File: config.mk
export PLATFORM = sky130hd
export DESIGN_NAME = mux4_rr_arbiter
export DESIGN_NICKNAME = d
export VERILOG_FILES = /design/src/rtl/mux4_rr_arbiter_pkg.sv /design/src/rtl/mux4_rr_arbiter_mux4_w.sv /design/src/rtl/mux4_rr_arbiter.sv
export SDC_FILE = /design/constraint.sdc
export NUM_CORES = 1
export LEC_CHECK = 0
export BUFFER_PORTS_ARGS = -buffer_cell sky130_fd_sc_hd__buf_2
export CAP_MARGIN = 20
export CORE_ASPECT_RATIO = 0.6
export CORE_MARGIN = 3
export CORE_UTILIZATION = 42
export CTS_CLUSTER_SIZE = 12
export DETAILED_ROUTE_END_ITERATION = 8
export PLACE_DENSITY = 0.86
export SYNTH_ARGS = -nofsm -noshare
export SYNTH_HDL_FRONTEND = slang
export SYNTH_SLANG_ARGS = --single-unit
export TNS_END_PERCENT = 20
File: constraint.sdc
create_clock -name clk -period 1.5 [get_ports clk]
set_input_delay 0.15 -clock clk [delete_from_list [all_inputs] [get_ports clk]]
set_output_delay 0.15 -clock clk [all_outputs]
set_load 0.03 [all_outputs]
File: src/rtl/mux4_rr_arbiter_pkg.sv
// Shared types and sizes for the 4-way round-robin arbiter and its 4:1 data mux.
package mux4_rr_arbiter_pkg;

    localparam int N_REQ = 4;
    localparam int SEL_W = 2;

    typedef enum logic {
        ST_IDLE  = 1'b0,
        ST_GRANT = 1'b1
    } state_t;

    typedef logic [SEL_W-1:0] sel_t;

endpackage

File: src/rtl/mux4_rr_arbiter_mux4_w.sv
// Parameterized 4:1 mux built as a tree of three 2:1 stages (s0 picks within a pair, s1 picks the pair).
module mux4_w #(
    parameter int DATA_W = 8
) (
    input  logic [DATA_W-1:0] i0,
    input  logic [DATA_W-1:0] i1,
    input  logic [DATA_W-1:0] i2,
    input  logic [DATA_W-1:0] i3,
    input  logic              s0,
    input  logic              s1,
    output logic [DATA_W-1:0] y
);

    logic [DATA_W-1:0] lo_pair;
    logic [DATA_W-1:0] hi_pair;

    assign lo_pair = s0 ? i1 : i0;
    assign hi_pair = s0 ? i3 : i2;
    assign y       = s1 ? hi_pair : lo_pair;

endmodule

File: src/rtl/mux4_rr_arbiter.sv
// Round-robin arbiter sharing one valid/ready output channel between 4 requesters,
// with an optional per-grant beat limit and a registered mux select.
module mux4_rr_arbiter
    import mux4_rr_arbiter_pkg::*;
#(
    parameter int DATA_W    = 8,
    parameter int MAX_BURST = 4
) (
    input  logic              clk,
    input  logic              rst_n,
    input  logic [3:0]        req,
    input  logic [DATA_W-1:0] i0,
    input  logic [DATA_W-1:0] i1,
    input  logic [DATA_W-1:0] i2,
    input  logic [DATA_W-1:0] i3,
    input  logic              out_ready,
    output logic [3:0]        gnt,
    output logic              s1,
    output logic              s0,
    output logic              out_valid,
    output logic [DATA_W-1:0] out_data,
    output logic              busy
);

    localparam logic [7:0] BURST_LAST = (MAX_BURST == 0) ? 8'd0 : 8'(MAX_BURST - 1);

    state_t     state_q, state_d;
    logic [3:0] gnt_q, gnt_d;
    sel_t       sel_q, sel_d;
    sel_t       last_ptr_q, last_ptr_d;
    logic [7:0] beat_cnt_q, beat_cnt_d;

    sel_t winner;
    logic found;
    logic xfer;
    logic burst_done;

    // Search starts just after the last winner, so the last winner is checked last.
    always_comb begin
        sel_t cand;
        winner = '0;
        found  = 1'b0;
        cand   = '0;
        for (int k = 1; k <= N_REQ; k++) begin
            cand = last_ptr_q + sel_t'(k);
            if (!found && req[cand]) begin
                winner = cand;
                found  = 1'b1;
            end
        end
    end

    assign out_valid  = (state_q == ST_GRANT) && req[sel_q];
    assign xfer       = out_valid && out_ready;
    assign burst_done = (MAX_BURST != 0) && xfer && (beat_cnt_q == BURST_LAST);

    always_comb begin
        state_d    = state_q;
        gnt_d      = gnt_q;
        sel_d      = sel_q;
        last_ptr_d = last_ptr_q;
        beat_cnt_d = beat_cnt_q;
        case (state_q)
            ST_IDLE: begin
                if (found) begin
                    state_d    = ST_GRANT;
                    gnt_d      = 4'b0001 << winner;
                    sel_d      = winner;
                    last_ptr_d = winner;
                    beat_cnt_d = 8'd0;
                end
            end
            ST_GRANT: begin
                // A release always passes through one IDLE cycle before the next grant.
                if (!req[sel_q] || burst_done) begin
                    state_d = ST_IDLE;
                    gnt_d   = 4'b0000;
                    sel_d   = '0;
                end else if (xfer) begin
                    beat_cnt_d = beat_cnt_q + 8'd1;
                end
            end
            default: begin
                state_d = ST_IDLE;
                gnt_d   = 4'b0000;
                sel_d   = '0;
            end
        endcase
    end

    always_ff @(posedge clk or negedge rst_n) begin
        if (!rst_n) begin
            state_q    <= ST_IDLE;
            gnt_q      <= 4'b0000;
            sel_q      <= '0;
            last_ptr_q <= sel_t'(N_REQ - 1);
            beat_cnt_q <= 8'd0;
        end else begin
            state_q    <= state_d;
            gnt_q      <= gnt_d;
            sel_q      <= sel_d;
            last_ptr_q <= last_ptr_d;
            beat_cnt_q <= beat_cnt_d;
        end
    end

    assign gnt  = gnt_q;
    assign s1   = sel_q[1];
    assign s0   = sel_q[0];
    assign busy = (state_q == ST_GRANT);

    mux4_w #(
        .DATA_W(DATA_W)
    ) u_data_mux (
        .i0(i0),
        .i1(i1),
        .i2(i2),
        .i3(i3),
        .s0(sel_q[0]),
        .s1(sel_q[1]),
        .y (out_data)
    );

endmodule

==> summary.md, run 1 <==
| Metric | Value |
|---|---|
| Status | `finished, violations left` |
| Failing checks | `negative setup slack` |
| DIE HEIGHT | `47.3 microns` |
| Via count | `1251` |
| Row cnt | `14` |
| Num CTS Buffers | `3` |
| Worst hold path depth | `4` |
| Synth Register Bits | `17` |
| Max-cap violations | `0` |
| Synth Instances | `104` |
| Clock Skew | `1.99 ps` |
| VDD IR-drop max | `1.27 mV` |
| Cell Chain, Critical Path | `buf_6 -> mux4_2 -> buf_6` |
| Tightest Pin Transition | `465 ps` |
| Fraction of layout instances using a drive strength above 1 | `61.9%` |
| I/O Pins | `55` |
| Chip width | `74.8 microns` |
| CP startpoint kind | `register` |
| Min-delay worst type | `in -> reg` |
| DRC | `0` |
| DIE AREA | `3540 sq um` |
| Reg-to-reg startpoint | `sel_q[0]$_DFFE_PN0P_` |
| GRT Residual Overflow | `0` |
| Max Buffers Root-to-Sink | `2` |
| Arr. time, crit path | `1500 ps` |
| Dominant cell type by area after synthesis | `dfrtp_1` |
| CP peak stage delay | `510 ps` |
| Worst-path clk slew | `60 ps` |
| Register area share after synthesis | `35.8%` |
| Final hold vios | `0` |
| Setup TNS | `-1400 ps` |
| CTS Root Cell | `clkbuf_8` |
| Slowest-stage cell, CP | `mux4_2` |
| Vias per cell | `6.01` |
| Hold path startpoint | `req[3]` |
| RSZ-0062 raised after global routing | `true` |
| Min Tclk post-route | `1650 ps` |
| Hold EP | `beat_cnt_q[1]$_DFFE_PN0P_` |
| Netlist cell types | `40` |
| TritonCTS Sinks | `17` |
| Filler cells | `175` |
| P&R area growth vs syn | `46.9%` |
| Place WS | `-88.6 ps` |
| Most frequent cell after synthesis | `dfrtp_1` |
| Worst skew pair latency | `250 ps` |
| Fin crit share | `110%` |
| Vias in the first global route | `1216` |
| Multi-input logic area | `757 sq um` |
| ANT cells | `0` |
| TritonCTS clock tree | `done` |
| Slew headroom | `69.0%` |
| CTS H-tree depth | `1` |
| Max frequency | `607 MHz` |
| Crit path max-delay family | `multiplexers` |
| First-pass GRT wire length | `6090 microns` |
| Leak Pwr | `0.804 nW` |
| Initial antenna violation count | `0` |
| Syn_nets | `144` |
| Synth Area per Inst | `11.5 sq um` |
| Combined flip-flop and latch cell area | `430 sq um` |
| Fin. max-slew vios | `0` |
| CP Class | `reg -> out` |
| Worst setup margin | `-148 ps` |
| R2r worst-path depth | `5` |
| Post-DRT Antenna Nets | `0` |
| Total Wirelength | `3970 microns` |
| FF-to-FF setup slack | `-70 ps` |
| Worst endpoint required time | `1350 ps` |
| Synth Warn # | `0` |
| Gpl congestion | `0.834` |
| Final setup fails | `15` |
| DRT Pass-1 Iters | `4` |
| Dominant synthesized flop cell | `dfrtp_1` |
| Crit-path max FO | `5` |
| WL/cell | `19.1 microns` |
| Hpwl dp | `2790 microns` |
| Initial Utilization | `45.7%` |
| PwrDens | `1790 nW/um^2` |
| All-layer global routing usage | `23.2%` |
| Number of flops mapped to enable cells by yosys | `0` |
| Ys async rst share | `100%` |
| R2r endpoint | `beat_cnt_q[7]$_DFFE_PN0P_` |
| DRT iter0 DRCs | `90` |
| CP endpoint kind | `primary output` |
| Top cells by area, synth | `dfrtp_1 31%, mux4_1 18%, dfstp_2 4.4%` |
| Core area | `2610 sq um` |
| Pin count of the biggest net entering global routing | `18` |
| Synth top area share | `31.4%` |
| WP buf/inv | `2` |
| Nets | `217` |
| Most instantiated cells after synthesis | `15 x dfrtp_1, 9 x nand2_1, 8 x a21oi_1, 8 x mux4_1, 6 x o21ai_0` |
| Most used cell, CP | `buf_6` |
| IO buf count | `54` |
| Post-Syn Area | `1190 sq um` |
==> cell usage in the layout, fill, tap and decap left out, drive strengths merged, types with 2 or more instances in the layout <==
cell     netlist  layout
o21ai          7       7
a21oi          8       8
o211ai         2       2
buf            4      71
a22o           3       3
and3           2       2
o31ai          2       2
dfstp          2       2
nand2b         4       4
nand4          3       3
dfrtp         15      15
o2bb2ai        2       2
inv            2       2
nand2          9       9
nor4           3       3
or3            4       4
a21o           2       2
nor2           3       3
mux2i          4       4
mux4           8       8
clkbuf         0       3
==> how the worst max path moves through the flow <==
stage                                         start                         to  slack, ps  cells after the start
after floorplan                sel_q[1]$_DFFE_PN0P_  beat_cnt_q[4]$_DFFE_PN0P_        -50                      5
after global routing                 busy$_DFF_PN0_                  out_valid       -220                      5
after global placement    beat_cnt_q[0]$_DFFE_PN0P_       sel_q[0]$_DFFE_PN0P_        -30                      5
after detailed placement  beat_cnt_q[0]$_DFFE_PN0P_         gnt[3]$_DFFE_PN0P_        -90                      5
after CTS                      sel_q[0]$_DFFE_PN0P_                out_data[1]       -150                      3
final                          sel_q[0]$_DFFE_PN0P_                out_data[7]       -150                      3
==> worst reg2reg max path, cell delays in order, from the launching register on <==
cell and delay [ps]:
dfrtp_2 450, nand2b_1 170, o22a_4 250, buf_4 170
or3_4 360, a21oi_2 120
==> registers in the layout, summed over array words and instances, names as in the netlist <==
| register | flops |
|---|---|
| gnt | 4 |
| last_ptr_q | 2 |
| beat_cnt_q | 8 |
| busy | 1 |
| sel_q | 2 |
==> timing repair <==
action | in CTS | in global routing
hold endpoints to repair | 15 | 0
cloned | 1 | 0
pin swaps | 1 | 5
setup endpoints to repair | 20 | 24
resized for setup | 35 | 8
hold buffers | 1 | 0
setup buffers | 3 | 0
==> where the power goes <==
part | total [mW] | internal (mW) | switching (mW)
clock network | 0.340 | 0.184 | 0.156
logic | 2.03 | 0.946 | 1.08
registers | 0.774 | 0.622 | 0.152
total | 3.14 | 1.75 | 1.39
==> cell families after synthesis <==
kind of cell	share of synthesized area [%]
and+or+nand+nor	19.0
AOI/OAI and AO/OA	19.1
DFF	35.8
muxes	21.0
buffers and inverters	4.09
adders and majority gates	1.05
==> metrics by stage <==
stage / cells / power [mW] / cell area, sq um / hold slack, ps / utilization (%)
final: 208 / 3.14 / 1750 / 324 / 67.2
after global routing: 208 / 3.31 / 1750 / 336 / 67.2
after detailed placement: 199 / 2.42 / 1580 / 84.8 / 60.5
after CTS: 208 / 3.06 / 1720 / 311 / 66.0
after global placement: 199 / 2.36 / 1580 / 85.7 / 60.5
after floorplan: 104 / 1.88 / 1210 / -146 / -
==> routing by layer <==
layer  share of wire, %  GRT usage [%]  up-vias
met4                2.0           3.19        0
met3                5.6           5.34       10
li1                   -              -      558
met5                  0              0        -
met2                 52           42.9       53
met1                 40           28.9      630
==> final cells by class <==
cell class / instances / area share [%]
multi-input combinational: 81 / 43.2
timing repair buffer: 72 / 26.9
sequential: 17 / 24.6
clock buffer: 3 / 2.36
tap: 32 / 2.28
inverter: 2 / 0.428
clock inverter: 1 / 0.286
No activity file was read; power rests on OpenSTA's default activity.
==> run 2, diff against run 1 <==
--- a/config.mk
+++ b/config.mk
@@ -12,7 +12,7 @@
 export CORE_UTILIZATION = 42
 export CTS_CLUSTER_SIZE = 12
 export DETAILED_ROUTE_END_ITERATION = 8
-export PLACE_DENSITY = 0.86
+export PLACE_DENSITY = 0.79
 export SYNTH_ARGS = -nofsm -noshare
 export SYNTH_HDL_FRONTEND = slang
 export SYNTH_SLANG_ARGS = --single-unit
==> run 2 against run 1 <==
  * The flow still finishes with violations (negative setup slack)
  * Setup slack improved by 22 ps
  * Non-clock buffer count fell by 2
  * Count of clock-buffer cells in the layout did not move
  * Combinational power fell by 2%
  * Critical path depth did not move
  * Maximum frequency rose by 1.4%
  * Critical path type unchanged
  * Critical endpoint is now out_data[6]
==> summary.md, run 2 (synthesized netlist as in run 1, its figures left out) <==
| Metric | Value |
|---|---|
| Num CTS Buffers | `3 (unchanged)` |
| Core area | `2610 sq um (unchanged)` |
| Post-route insts no fill | `206 (was 208)` |
| VDD IR-drop max | `1.14 mV (was 1.27 mV)` |
| Nets | `215 (was 217)` |
| Chip width | `74.8 microns (unchanged)` |
| NetSw | `1.38 mW (was 1.39 mW)` |
| Hpwl dp | `2980 microns (was 2790 microns)` |
| Pin count of the biggest net entering global routing | `19 (was 18)` |
| Clock Skew | `1.17 ps (was 1.99 ps)` |
| Min-delay worst type | `in -> reg (unchanged)` |
| Post-CTS Setup Inserts | `0 (was 3)` |
| Worst endpoint required time | `1350 ps (about the same)` |
| Arr. time, crit path | `1480 ps (was 1500 ps)` |
| Largest Register | `beat_cnt_q (unchanged)` |
| TritonCTS clock tree | `done (unchanged)` |
| Total Wirelength | `4110 microns (was 3970 microns)` |
| Max frequency | `615 MHz (was 607 MHz)` |
| CTS Root Cell | `clkbuf_8 (unchanged)` |
| Final hold vios | `0 (unchanged)` |
| CP endpoint kind | `primary output (unchanged)` |
| Commonest non-fill, non-tap cell in the layout | `buf_2 (unchanged)` |
| DIE AREA | `3540 sq um (unchanged)` |
| Vias per cell | `5.93 (was 6.01)` |
| Largest register FFs | `8 (unchanged)` |
| CP startpoint kind | `register (unchanged)` |
| Initial antenna violation count | `0 (unchanged)` |
| Min Tclk post-route | `1630 ps (was 1650 ps)` |
| Fin. max-slew vios | `0 (unchanged)` |
| DIE HEIGHT | `47.3 microns (unchanged)` |
| Final setup fails | `13 (was 15)` |
| Filler cells | `194 (was 175)` |
| Clk pwr share | `11.1% (was 10.8%)` |
| Gpl congestion | `0.772 (was 0.834)` |
| I/O Pins | `55 (unchanged)` |
| Post-DRT Antenna Nets | `0 (unchanged)` |
| IO buf count | `54 (unchanged)` |
| Most frequent cells in the layout | `45 x buf_2, 13 x dfrtp_1, 13 x buf_4, 11 x buf_6 (was 45 x buf_2, 15 x buf_4, 13 x dfrtp_1, 11 x buf_6)` |
| Fraction of layout instances using a drive strength above 1 | `63.8% (was 61.9%)` |
| Worst skew pair latency | `250 ps (about the same)` |
| Slew headroom | `71.6% (was 69.0%)` |
| Worst-path clk slew | `70 ps (was 60 ps)` |
| Row cnt | `14 (unchanged)` |
| DRC | `0 (unchanged)` |
| TritonCTS Sinks | `17 (unchanged)` |
| Cell Count Post-Placement | `201 (was 199)` |
| Via count | `1221 (was 1251)` |
| GRT Residual Overflow | `0 (unchanged)` |
| Max Buffers Root-to-Sink | `2 (unchanged)` |
| P&R area growth vs syn | `46.6% (was 46.9%)` |
| Status | `finished, violations left (unchanged)` |
| Leak Pwr | `0.796 nW (was 0.804 nW)` |
| ANT cells | `0 (unchanged)` |
| RSZ-0062 raised after global routing | `true (unchanged)` |
| CTS H-tree depth | `1 (unchanged)` |
| First-pass GRT wire length | `6630 microns (was 6090 microns)` |
| CP Class | `reg -> out (unchanged)` |
| All-layer global routing usage | `25.8% (was 23.2%)` |
| Crit-path max FO | `6 (was 5)` |
| Fin crit share | `108% (was 110%)` |
| Seq pwr share | `24.5% (was 24.6%)` |
| Vias in the first global route | `1309 (was 1216)` |
| DRT iter0 DRCs | `124 (was 90)` |
| Setup TNS | `-1050 ps (was -1400 ps)` |
| Comb power frac | `64.4% (was 64.5%)` |
| Switching Share | `44.7% (was 44.2%)` |
| WL/cell | `19.9 microns (was 19.1 microns)` |
| Int Power | `1.70 mW (was 1.75 mW)` |
| Worst setup margin | `-125 ps (was -148 ps)` |
| Tightest Pin Transition | `422 ps (was 465 ps)` |
| Failing checks | `negative setup slack (unchanged)` |
| Max-cap violations | `0 (unchanged)` |
| Initial Utilization | `45.7% (unchanged)` |
| DRT Pass-1 Iters | `4 (unchanged)` |
| PwrDens | `1760 nW/um^2 (was 1790 nW/um^2)` |
==> run 2: layout make-up <==
| cell class | count | area (sq um) | share of cell area [%] |
|---|---|---|---|
| timing repair buffer | 70 | 457 | 26.1 |
| clock buffer | 3 | 41.3 | 2.36 |
| tap | 32 | 40.0 | 2.29 |
| multi-input combinational | 81 | 769 | 44.0 |
| clock inverter | 1 | 5.00 | 0.286 |
| sequential | 17 | 430 | 24.6 |
| inverter | 2 | 7.51 | 0.429 |
==> run 2: routing by layer <==
layer / wire [microns] / GRT usage (%) / up-vias
met3: 226 / 5.34 / 10
met4: 66 / 4.96 / 0
met2: 2140 / 46.7 / 55
li1: - / - / 552
met1: 1670 / 32.6 / 604
met5: 0 / 0 / -
==> run 2: critical path, stage by stage (launching register included) <==
cell and delay (ps):
dfrtp_2 400, buf_6 150, mux4_2 510, buf_6 160
==> run 2: power groups by stage <==
stage | combinational [mW] | sequential [mW] | clock (mW)
2_1_floorplan | 0.967 | 0.916 | 0
3_3_place_gp | 1.65 | 0.736 | 0
3_5_place_dp | 1.70 | 0.749 | 0
4_1_cts | 1.95 | 0.751 | 0.349
5_1_grt | 2.11 | 0.774 | 0.361
6_report | 1.99 | 0.755 | 0.342
==> run 2: final timing paths <==
path	slack (ps)	cells after the start	start	to
max	-130	3	sel_q[0]$_DFFE_PN0P_	out_data[6]
min	340	4	req[3]	beat_cnt_q[1]$_DFFE_PN0P_
max reg2reg	-80	4	sel_q[1]$_DFFE_PN0P_	beat_cnt_q[4]$_DFFE_PN0P_
min reg2reg	490	1	gnt[0]$_DFFE_PN0P_	gnt[0]$_DFFE_PN0P_
max in group asynchronous	830	2	rst_n	last_ptr_q[0]$_DFFE_PN1P_
min in group asynchronous	350	2	rst_n	beat_cnt_q[5]$_DFFE_PN0P_
==> run 2: timing repair <==
action	in CTS	in global routing
endpoints found under the hold margin	15	0
gates resized for setup	38	7
hold buffers	1	0
endpoints found under the setup margin	17	23
pin swaps	1	4
==> run 2: through the flow <==
stage          setup WS (ps)  hold WS, ps  utilization (%)  power, mW  instance area (sq um)
3_5_place_dp            -148         93.1             61.1       2.45                   1600
6_report                -125          339             67.1       3.08                   1750
5_1_grt                 -164          363             67.1       3.24                   1750
4_1_cts                 -128          321             66.3       3.05                   1730
3_3_place_gp           -16.5         81.8             61.1       2.38                   1600
2_1_floorplan          -50.2         -146                -       1.88                   1210
